[config.mk]
export PLATFORM = sky130hd
export DESIGN_NAME = svc_rv_scoreboard
export DESIGN_NICKNAME = d
export VERILOG_FILES = /design/src/rtl/svc_rv_scoreboard.sv
export SDC_FILE = /design/constraint.sdc
export NUM_CORES = 1
export LEC_CHECK = 0
export CORE_MARGIN = 4
export CORE_UTILIZATION = 50
export DETAILED_ROUTE_END_ITERATION = 16
export PLACE_DENSITY = 0.68
export SYNTH_ARGS = -nofsm -noshare
export SYNTH_HDL_FRONTEND = slang
export SYNTH_SLANG_ARGS = --single-unit
[constraint.sdc]
create_clock -name clk -period 5.81 [get_ports clk]
set_clock_uncertainty 0.2 [all_clocks]
set_input_delay 0.8715 -clock clk [delete_from_list [all_inputs] [get_ports clk]]
set_output_delay 0.8715 -clock clk [all_outputs]
set_load 0.1 [all_outputs]
[src/rtl/svc_rv_scoreboard.sv]
// svc_rv_scoreboard: register-write scoreboard beside the ID stage.
// Keeps one pending-write counter per architectural register (x1..x31).
// Counters count up on issue and down on writeback or squash.
// The ID stall is raised while a source register it reads still has a
// pending write.
// Optional feature macro: SVC_RV_SCOREBOARD_BYPASS_EN. When it is defined,
// a writeback or squash in the current cycle that brings a counter to zero
// releases the stall in that same cycle (regfile write-through).
module svc_rv_scoreboard #(
    parameter int CNT_W = 2
) (
    input  logic       clk,
    input  logic       rst,
    input  logic [4:0] rs1_id,
    input  logic [4:0] rs2_id,
    input  logic       rs1_used,
    input  logic       rs2_used,
    input  logic       issue_valid,
    output logic       issue_ready,
    input  logic [4:0] issue_rd,
    input  logic       issue_reg_write,
    input  logic       wb_valid,
    input  logic [4:0] wb_rd,
    input  logic       kill_valid,
    input  logic [4:0] kill_rd,
    output logic       hazard_rs1,
    output logic       hazard_rs2,
    output logic       stall,
    output logic       err
);

    localparam logic [CNT_W-1:0] CNT_MAX = '1;

    logic [CNT_W-1:0] cnt     [1:31];
    logic [CNT_W-1:0] cnt_nxt [1:31];
    logic [1:0]       dec_n   [1:31];
    logic             inc_n   [1:31];
    logic [31:0]      pend;
    logic [31:0]      full;
    logic             issue_fire;
    logic             any_flt;
    logic [CNT_W+1:0] up;
    logic [CNT_W+1:0] dn;
    logic [CNT_W+1:0] diff;

    // Per-register decrement count from this cycle's writeback and squash (x0 excluded).
    always_comb begin
        for (int unsigned r = 1; r < 32; r++) begin
            dec_n[r] = {1'b0, wb_valid   && (wb_rd   == 5'(r))}
                     + {1'b0, kill_valid && (kill_rd == 5'(r))};
        end
    end

    // Pending and full flags per register; bit 0 (x0) is never pending or full.
    always_comb begin
        pend = '0;
        full = '0;
        for (int unsigned r = 1; r < 32; r++) begin
`ifdef SVC_RV_SCOREBOARD_BYPASS_EN
            // A same-cycle retirement that drains the counter releases the source now.
            pend[r] = ((CNT_W+2)'(cnt[r]) > (CNT_W+2)'(dec_n[r]));
`else
            pend[r] = (cnt[r] != '0);
`endif
            full[r] = (cnt[r] == CNT_MAX);
        end
    end

    // Source hazards and the issue handshake; issue_ready never depends on issue_valid.
    always_comb begin
        hazard_rs1  = rs1_used && pend[rs1_id];
        hazard_rs2  = rs2_used && pend[rs2_id];
        stall       = hazard_rs1 || hazard_rs2;
        issue_ready = !stall && !(issue_reg_write && full[issue_rd]);
        issue_fire  = issue_valid && issue_ready;
    end

    // Per-register increment from a fired issue that writes a non-zero rd.
    always_comb begin
        for (int unsigned r = 1; r < 32; r++) begin
            inc_n[r] = issue_fire && issue_reg_write && (issue_rd == 5'(r));
        end
    end

    // Next counter values: clamp at 0 (underflow) and at max (overflow), flagging either.
    always_comb begin
        any_flt = 1'b0;
        up      = '0;
        dn      = '0;
        diff    = '0;
        for (int unsigned r = 1; r < 32; r++) begin
            up   = (CNT_W+2)'(cnt[r]) + (CNT_W+2)'(inc_n[r]);
            dn   = (CNT_W+2)'(dec_n[r]);
            diff = up - dn;
            if (up < dn) begin
                cnt_nxt[r] = '0;
                any_flt    = 1'b1;
            end else if (diff > (CNT_W+2)'(CNT_MAX)) begin
                cnt_nxt[r] = CNT_MAX;
                any_flt    = 1'b1;
            end else begin
                cnt_nxt[r] = diff[CNT_W-1:0];
            end
        end
    end

    // Counter and sticky error registers; reset overrides every same-cycle event.
    always_ff @(posedge clk) begin
        if (rst) begin
            for (int unsigned r = 1; r < 32; r++) begin
                cnt[r] <= '0;
            end
            err <= 1'b0;
        end else begin
            for (int unsigned r = 1; r < 32; r++) begin
                cnt[r] <= cnt_nxt[r];
            end
            err <= err || any_flt;
        end
    end

endmodule

==> results.md, run 1 <==
- Num CTS Buffers: 9
- Met3 wire len: between 2000 and 2500 um
- DRC errors left: 0
- Post-CTS sizing: 0
- Post-CTS Setup Inserts: 0
- Post-synthesis cell type count: 54
- Post-Place Setup Slack: ~140 ps
- CP max stage delay: between 600 and 700 ps
- Port-buffer cells: 37
- Cts hold-fix bufs: 0
- First DRT Iteration DRCs: just under 800
- Minimum clock period: roughly 5400 ps
- Ratio of cells with drive above 1 in the final layout: 0.0754
- Hold Crit Class: reg2reg
- Max VDD drop: 164 uV
- Vias per cell: about 6
- CP Capture Type: register
- Met1 wire length: roughly 11000 um
- Worst EP arrival: 5380 ps
- Post-synth top cells: inv_1 (162), ha_1 (155), nor2_1 (88)
- Ant. Diodes: 0
- First-pass GRT wire length: slightly above 40000 um
- Internal power: roughly 1.3 mW
- Antenna violations before repair: 0
- Tot GR Track Use: 0.283
- RSZ-0062 raised after global routing: false
- Number of vias in the routed layout: about 7500
- Syn_area_per_cell: 8.49 um^2
- WL final: 24900 um
- Global placer's final weighted congestion: ~1.0
- Worst-margin pin slew: between 900 and 1000 ps
- Mapped Nets: around 1200
- Cell family with most CP delay: simple AND/OR/NAND/NOR gates
- Syn Inst Count: ~980
- Die Y: approximately 140 um
- Met2 wire len: roughly 10000 um
- Most common cell in the netlist: inv_1
- Total grt overflow: 0
- Final setup fails: 0
- Max frequency: approximately 190 MHz
- CTS root buffer: clkbuf_16
- Post-route setup TNS: 0 ps
- Crit path buf inv count: 3
- Max-slew headroom: 0.349
- Top FF cell, synth: dfxtp_1
- Hold Violations, Final: 0
- Clock Latency Late Sink: 350 ps
- Wire per inst: a little over 20 um
- DPL Wire Length: a little over 20000 um
- Setup slack after layout: roughly 420 ps
- Cells along the critical path: clkdlybuf4s50_1 > nor2b_1 > o211ai_1 > a41oi_1 > or4_1 > buf_4 > nand3_1 > nor3_1 > ha_1 > ha_1 > inv_1 > fa_1 > ha_1 > nor4_1 > nand4_1 > nor3_1 > a41oi_1
- Simple-gate share of the synthesized area: 0.199
- P per Cell Area: between 200 and 250 nW/um^2
- Synth warn: 0
- Final net count: roughly 1300
- # IOs: 38
- Status: finished, final reports clean
- Initial core utilization: 0.517
- Fin. max-slew vios: 0
- Clock Tree Buf Depth: 2
- Row count: 46
- Routed Antenna Nets: 0
- Final period utilization: 0.927
- Setup CP Type: in2reg
- Clk pwr share: 0.257
- Sw Ratio: 0.423
- WP data required: between 5000 and 6000 ps
- Die X: 137 um
- Synth Area in XOR/XNOR: 0
- Async SR Flop Fraction: 0
- Seq cells post-synth: 63
- Power Total: between 2 and 2.5 mW
- Fillcell total: 1472
- Sequential group share of total power: 0.309
- Largest net degree at the start of global routing: 64
- CTS tree: yes
- Startpoint Class: primary input
- Number of clock sinks: 63
- Synth Area in Compound Gates: 0.151
- Main area contributors after synthesis: ha_1 (23%), dfxtp_1 (15%), fa_1 (15%)
- Largest family of logic cells by synthesized area: adder cells
- Cell Area, Synth: roughly 8300 um^2
- Combinational Power Share: 0.433
- First drt pass iteration count: 7
- Reg2Reg Setup Slack: 1120 ps
- Vias in the first global route: roughly 7500
- Multiplexer share of the synthesized area: 0.0136
- Leak: roughly 3.9 nW
- Cell taking the most area after synthesis: ha_1
- Worst-path clk slew: 60 ps
- Full die area: ~19000 um^2
- Adder-Cell Fraction of Synth Area: 0.383
- Worst Path Max Fanout: 8
- Critical path's most frequent cell: ha_1
- Share of the synthesized area in the top cell type: 0.233
- Net switching power: about 0.93 mW
- Worst hold slack: about 660 ps
- Post-synth EDFFs: 0
- Uppermost layer routed: met4
- Max_cap viols: 0
- Layout area overhead: 12.4%
- Sequential area share after synthesis: 0.152
- CP max-delay cell: clkdlybuf4s50_1
- H-tree Lvls: 3
- Core ar.: 16100 um^2
sequential cells by signal, summed over array words and instances, names as in the netlist:
name,cells
cnt,62
err,1
final cells by class:
| cell class | count | area, um^2 | share of cell area |
|---|---|---|---|
| multi-input cells | 709 | 6200 | 0.664 |
| flip-flops and latches | 63 | 1260 | 0.135 |
| repair buffers | 71 | 698 | 0.0748 |
| inverters | 162 | 608 | 0.0651 |
| well taps | 216 | 270 | 0.0289 |
| clock buffers | 10 | 239 | 0.0256 |
| clock inverters | 6 | 60.1 | 0.00643 |
worst paths after layout:
kind / start / endpoint / cells after the start
min reg2reg: cnt[0][12] / cnt[0][12] / 4
min: cnt[0][12] / cnt[0][12] / 4
max: issue_rd[2] / err / 17
max reg2reg: cnt[0][27] / err / 16
per-stage QoR:
| stage | utilization | std cells | cell area (um^2) |
|---|---|---|---|
| 4_1_cts | 0.582 | 1237 | 9340 |
| 5_1_grt | 0.582 | 1237 | 9340 |
| 3_3_place_gp | 0.563 | 1221 | 9040 |
| 3_5_place_dp | 0.563 | 1221 | 9040 |
| 2_1_floorplan | - | 979 | 8310 |
| 6_report | 0.582 | 1237 | 9340 |
routing by layer:
metal / up-vias / GRT usage
met2: 341 / 0.430
met3: 70 / 0.0559
met4: 0 / 0.112
met5: - / 0
met1: 3577 / 0.397
li1: 3535 / -
worst reg2reg max path, stage by stage, from the launching register on:
cell	delay [ps]
dfxtp_1	450
nor2_1	130
mux4_2	470
a2111oi_0	410
nand2_1	120
nand4_2	220
buf_12	200
nor3_1	80
ha_1	200
ha_1	270
inv_1	50
fa_1	430
ha_1	230
nor4_1	570
nand4_1	170
nor3_1	210
a41oi_1	120
cells by family (layout without fill, tap and decap cells):
| kind of cell | after synthesis | in the layout |
|---|---|---|
| AO/OA/AOI/OAI | 171 | 171 |
| adder cells (fa/ha/maj) | 217 | 217 |
| buffers and inverters | 207 | 249 |
| flip-flops | 63 | 63 |
| multiplexers | 5 | 5 |
| AND/OR/NAND/NOR | 316 | 316 |
power by group through the flow:
stage | Combinational, mW | Clock (mW) | Sequential, mW
after detailed placement | 0.938 | 0 | 0.680
final | 0.951 | 0.565 | 0.679
after global placement | 0.920 | 0 | 0.679
after global routing | 1.07 | 0.590 | 0.687
after floorplan | 0.651 | 0 | 0.623
after CTS | 0.944 | 0.570 | 0.671
placed cells by master (no fill, tap or decap), drive strengths merged, types with 2 or more instances in the layout:
master	synthesis	final
buf	25	39
a311o	2	2
clkinvlp	0	2
nand4b	6	6
or2	3	3
clkdlybuf4s50	0	32
and3	3	3
nand3	40	40
nand4	14	14
inv	162	162
or3	2	2
nor4	18	18
clkinv	0	3
a21oi	17	17
nor2	89	89
a2111oi	7	7
nor3	54	54
nand2	30	30
o211ai	5	5
o31ai	30	30
o2111ai	10	10
ha	155	155
dfxtp	63	63
a211oi	67	67
a31oi	5	5
fa	62	62
nor2b	8	8
and2	32	32
nand2b	12	12
nor3b	2	2
clkbuf	20	10
mux4	5	5
a41oi	2	2
o311ai	2	2
o21ai	13	13
No activity file was read; power rests on OpenSTA's default activity.
==> run 2: changes to the inputs <==
CELL_PAD_IN_SITES_DETAIL_PLACEMENT = 0   (was default)
CELL_PAD_IN_SITES_GLOBAL_PLACEMENT = 2   (was default)
CORE_UTILIZATION = 39   (was 50)
PLACE_DENSITY = default   (was 0.68)
PLACE_DENSITY_LB_ADDON = 0.1   (was default)
RECOVER_POWER = 25   (was default)
==> run 2 against run 1 <==
  * Total power is 3.0% higher
  * Routed wire length increased by 12%
  * Utilization shrank 13 points
  * Clock power is 9.9% higher
  * Global-route usage shrank 4.2 points
  * Worst hold slack got worse by 16 ps
  * Sequential cell count did not move
  * Combinational power grew 2%
  * Fmax is 2.1% lower
  * Via count shrank 2.9%
  * Sequential power barely moved
  * Critical endpoint unchanged
  * Largest power group unchanged
==> results.md, run 2 (synthesis gave the netlist of run 1 again) <==
- Status: finished, final reports clean (unchanged)
- Ant. Diodes: 0 (unchanged)
- Port-buffer cells: 37 (unchanged)
- Cell family with most CP delay: simple AND/OR/NAND/NOR gates (unchanged)
- CTS root buffer: clkbuf_16 (unchanged)
- Initial core utilization: 0.395 (was 0.517)
- Most common cell after layout, fill and taps aside: inv_1 (unchanged)
- Num CTS Buffers: 9 (unchanged)
- H-tree Lvls: 3 (unchanged)
- Global placer's final weighted congestion: 0.944 (was 1.02)
- Ratio of cells with drive above 1 in the final layout: 0.0880 (was 0.0754)
- Max frequency: 182 MHz (was 186 MHz)
- Minimum clock period: 5510 ps (was 5390 ps)
- WL final: 28000 um (was 24900 um)
- Clock Latency Late Sink: 350 ps (about the same)
- First DRT Iteration DRCs: 524 (was 784)
- Row count: 53 (was 46)
- Reg2Reg Setup Slack: 870 ps (was 1120 ps)
- Startpoint Class: primary input (unchanged)
- Number of vias in the routed layout: 7302 (was 7523)
- Vias in the first global route: 7130 (was 7518)
- Routed Antenna Nets: 0 (unchanged)
- Top Registers: cnt x62, err x1 (unchanged)
- CP max-delay cell: dlygate4sd3_1 (was clkdlybuf4s50_1)
- Worst reg-to-reg path cell count: 16 (unchanged)
- Tot GR Track Use: 0.241 (was 0.283)
- Final period utilization: 0.948 (was 0.927)
- Full die area: 23700 um^2 (was 18700 um^2)
- First drt pass iteration count: 6 (was 7)
- Final setup fails: 0 (unchanged)
- Fin. max-slew vios: 0 (unchanged)
- WP depth: 17 (unchanged)
- Worst-margin pin slew: 977 ps (was 974 ps)
- CTS tree: yes (unchanged)
- Placed insts: 1293 (was 1221)
- R2R Path Start: cnt[0][39] (was cnt[0][27])
- Vias per cell: 5.58 (was 6.08)
- Die Y: 154 um (was 137 um)
- Largest net degree at the start of global routing: 64 (unchanged)
- Setup CP Type: in2reg (unchanged)
- Worst hold slack: 647 ps (was 663 ps)
- Max VDD drop: 147 uV (was 164 uV)
- RSZ-0062 raised after global routing: false (unchanged)
- Wire per inst: 21.4 um (was 20.1 um)
- Max_cap viols: 0 (unchanged)
- Post-CTS Setup Inserts: 0 (unchanged)
- Most frequent cells in the layout: inv_1 (162), ha_1 (155), nor2_1 (88), a211oi_1 (67), dfxtp_1 (63) (unchanged)
- Cells along the critical path: dlygate4sd3_1 > buf_4 > mux4_2 > a2111oi_0 > nand2_1 > nand4_2 > buf_4 > nor3_1 > ha_1 > ha_1 > inv_1 > fa_1 > ha_1 > nor2b_1 > nand4_1 > nor3_1 > a41oi_1 (was clkdlybuf4s50_1 > nor2b_1 > o211ai_1 > a41oi_1 > or4_1 > buf_4 > nand3_1 > nor3_1 > ha_1 > ha_1 > inv_1 > fa_1 > ha_1 > nor4_1 > nand4_1 > nor3_1 > a41oi_1)
- Hold Violations, Final: 0 (unchanged)
- Final std cells w/o fill: 1309 (was 1237)
- P per Cell Area: 237 nW/um^2 (was 235 nW/um^2)
- Setup slack after layout: 305 ps (was 423 ps)
- Crit path buf inv count: 4 (was 3)
- Worst EP arrival: 5500 ps (was 5380 ps)
- Leak: 4.01 nW (was 3.93 nW)
- CP max stage delay: 760 ps (was 640 ps)
- Critical path's most frequent cell: ha_1 (unchanged)
- Layout area overhead: 14.8% (was 12.4%)
- Max-slew headroom: 0.347 (was 0.349)
- Number of clock sinks: 63 (unchanged)
- Crit path to: err (unchanged)
- CP Capture Type: register (unchanged)
- Total grt overflow: 0 (unchanged)
- Register with the most flip-flops: cnt (unchanged)
- Final net count: 1279 (was 1266)
- Die X: 154 um (was 137 um)
- First-pass GRT wire length: 43200 um (was 40400 um)
- Clock Tree Buf Depth: 2 (unchanged)
- WP data required: 5800 ps (about the same)
- Antenna violations before repair: 0 (unchanged)
- Post-Place Setup Slack: -142 ps (was 142 ps)
- # IOs: 38 (unchanged)
- Hold Crit Class: reg2reg (unchanged)
- DPL Wire Length: 23500 um (was 20800 um)
- Reg-to-reg endpoint: err (unchanged)
- Core ar.: 21000 um^2 (was 16100 um^2)
- Crit path from: rs1_id[2] (was issue_rd[2])
- Worst-path clk slew: 60 ps (about the same)
- DRC errors left: 0 (unchanged)
- Largest register FFs: 62 (unchanged)
- Worst Path Max Fanout: 12 (was 8)
run 2: changes by cell type in the layout (fill, tap and decap cells not counted):
cell / change
dlygate4sd3_1: +2
nor4_2: +1
clkbuf_8: -1
buf_4: +13
clkinv_4: +2
and2_0: +7
bufinv_16: +1
and2_1: -7
nor4_1: -1
clkdlybuf4s50_1: -2
clkinv_2: -2
run 2: power by group:
part | switching [mW] | internal [mW] | total (mW)
Sequential | 0.143 | 0.533 | 0.676
Combinational | 0.572 | 0.394 | 0.966
Clock | 0.244 | 0.377 | 0.621
Total | 0.958 | 1.30 | 2.26
run 2: cell type report:
cell class / count / area (um^2)
repair buffers: 84 / 796
flip-flops and latches: 63 / 1260
clock buffers: 9 / 225
inverters: 162 / 608
fillers: 2127 / 11500
well taps: 275 / 344
multi-input cells: 709 / 6210
clock inverters: 7 / 97.6
run 2: worst min path at each step:
stage          startpoint          to  cells past startpoint
3_5_place_dp   cnt[0][38]  cnt[0][38]                      4
5_1_grt        cnt[0][14]  cnt[0][14]                      4
2_1_floorplan  cnt[0][10]  cnt[0][10]                      4
6_report       cnt[0][38]  cnt[0][38]                      4
3_3_place_gp   cnt[0][34]  cnt[0][34]                      4
4_1_cts        cnt[0][38]  cnt[0][38]                      4
run 2: repair_timing:
action	in CTS	in global routing
gates resized for setup	0	1
setup endpoints to repair	0	1
hold buffers	0	0
endpoints found under the hold margin	0	0
run 2: metrics by stage:
step | cell area, um^2 | setup TNS [ps] | util | power, mW
after floorplan | 8310 | 0 | - | 1.27
after global placement | 9210 | -166 | 0.438 | 1.65
after detailed placement | 9210 | -142 | 0.438 | 1.65
after CTS | 9530 | 0 | 0.453 | 2.27
after global routing | 9540 | 0 | 0.454 | 2.43
final | 9540 | 0 | 0.454 | 2.26
run 2: layer usage:
metal | track usage | vias up | part of all wire
met5 | 0 | - | 0
met4 | 0.0669 | 0 | 0.025
met3 | 0.0504 | 37 | 0.066
met2 | 0.351 | 190 | 0.42
met1 | 0.358 | 3523 | 0.49
li1 | - | 3552 | -
run 2: tightest hold or removal path, cell delays in order (launching register included):
cell	delay [ps]
dfxtp_1	350
ha_1	230
inv_1	50
ha_1	120
a211oi_1	50
==> run 3: changes to the inputs <==
GPL_ROUTABILITY_DRIVEN = 0   (was default)
SKIP_LAST_GASP = 1   (was default)
==> results of run 3 <==
Same layout as run 2: the final DEF is identical, and so are final timing and power.
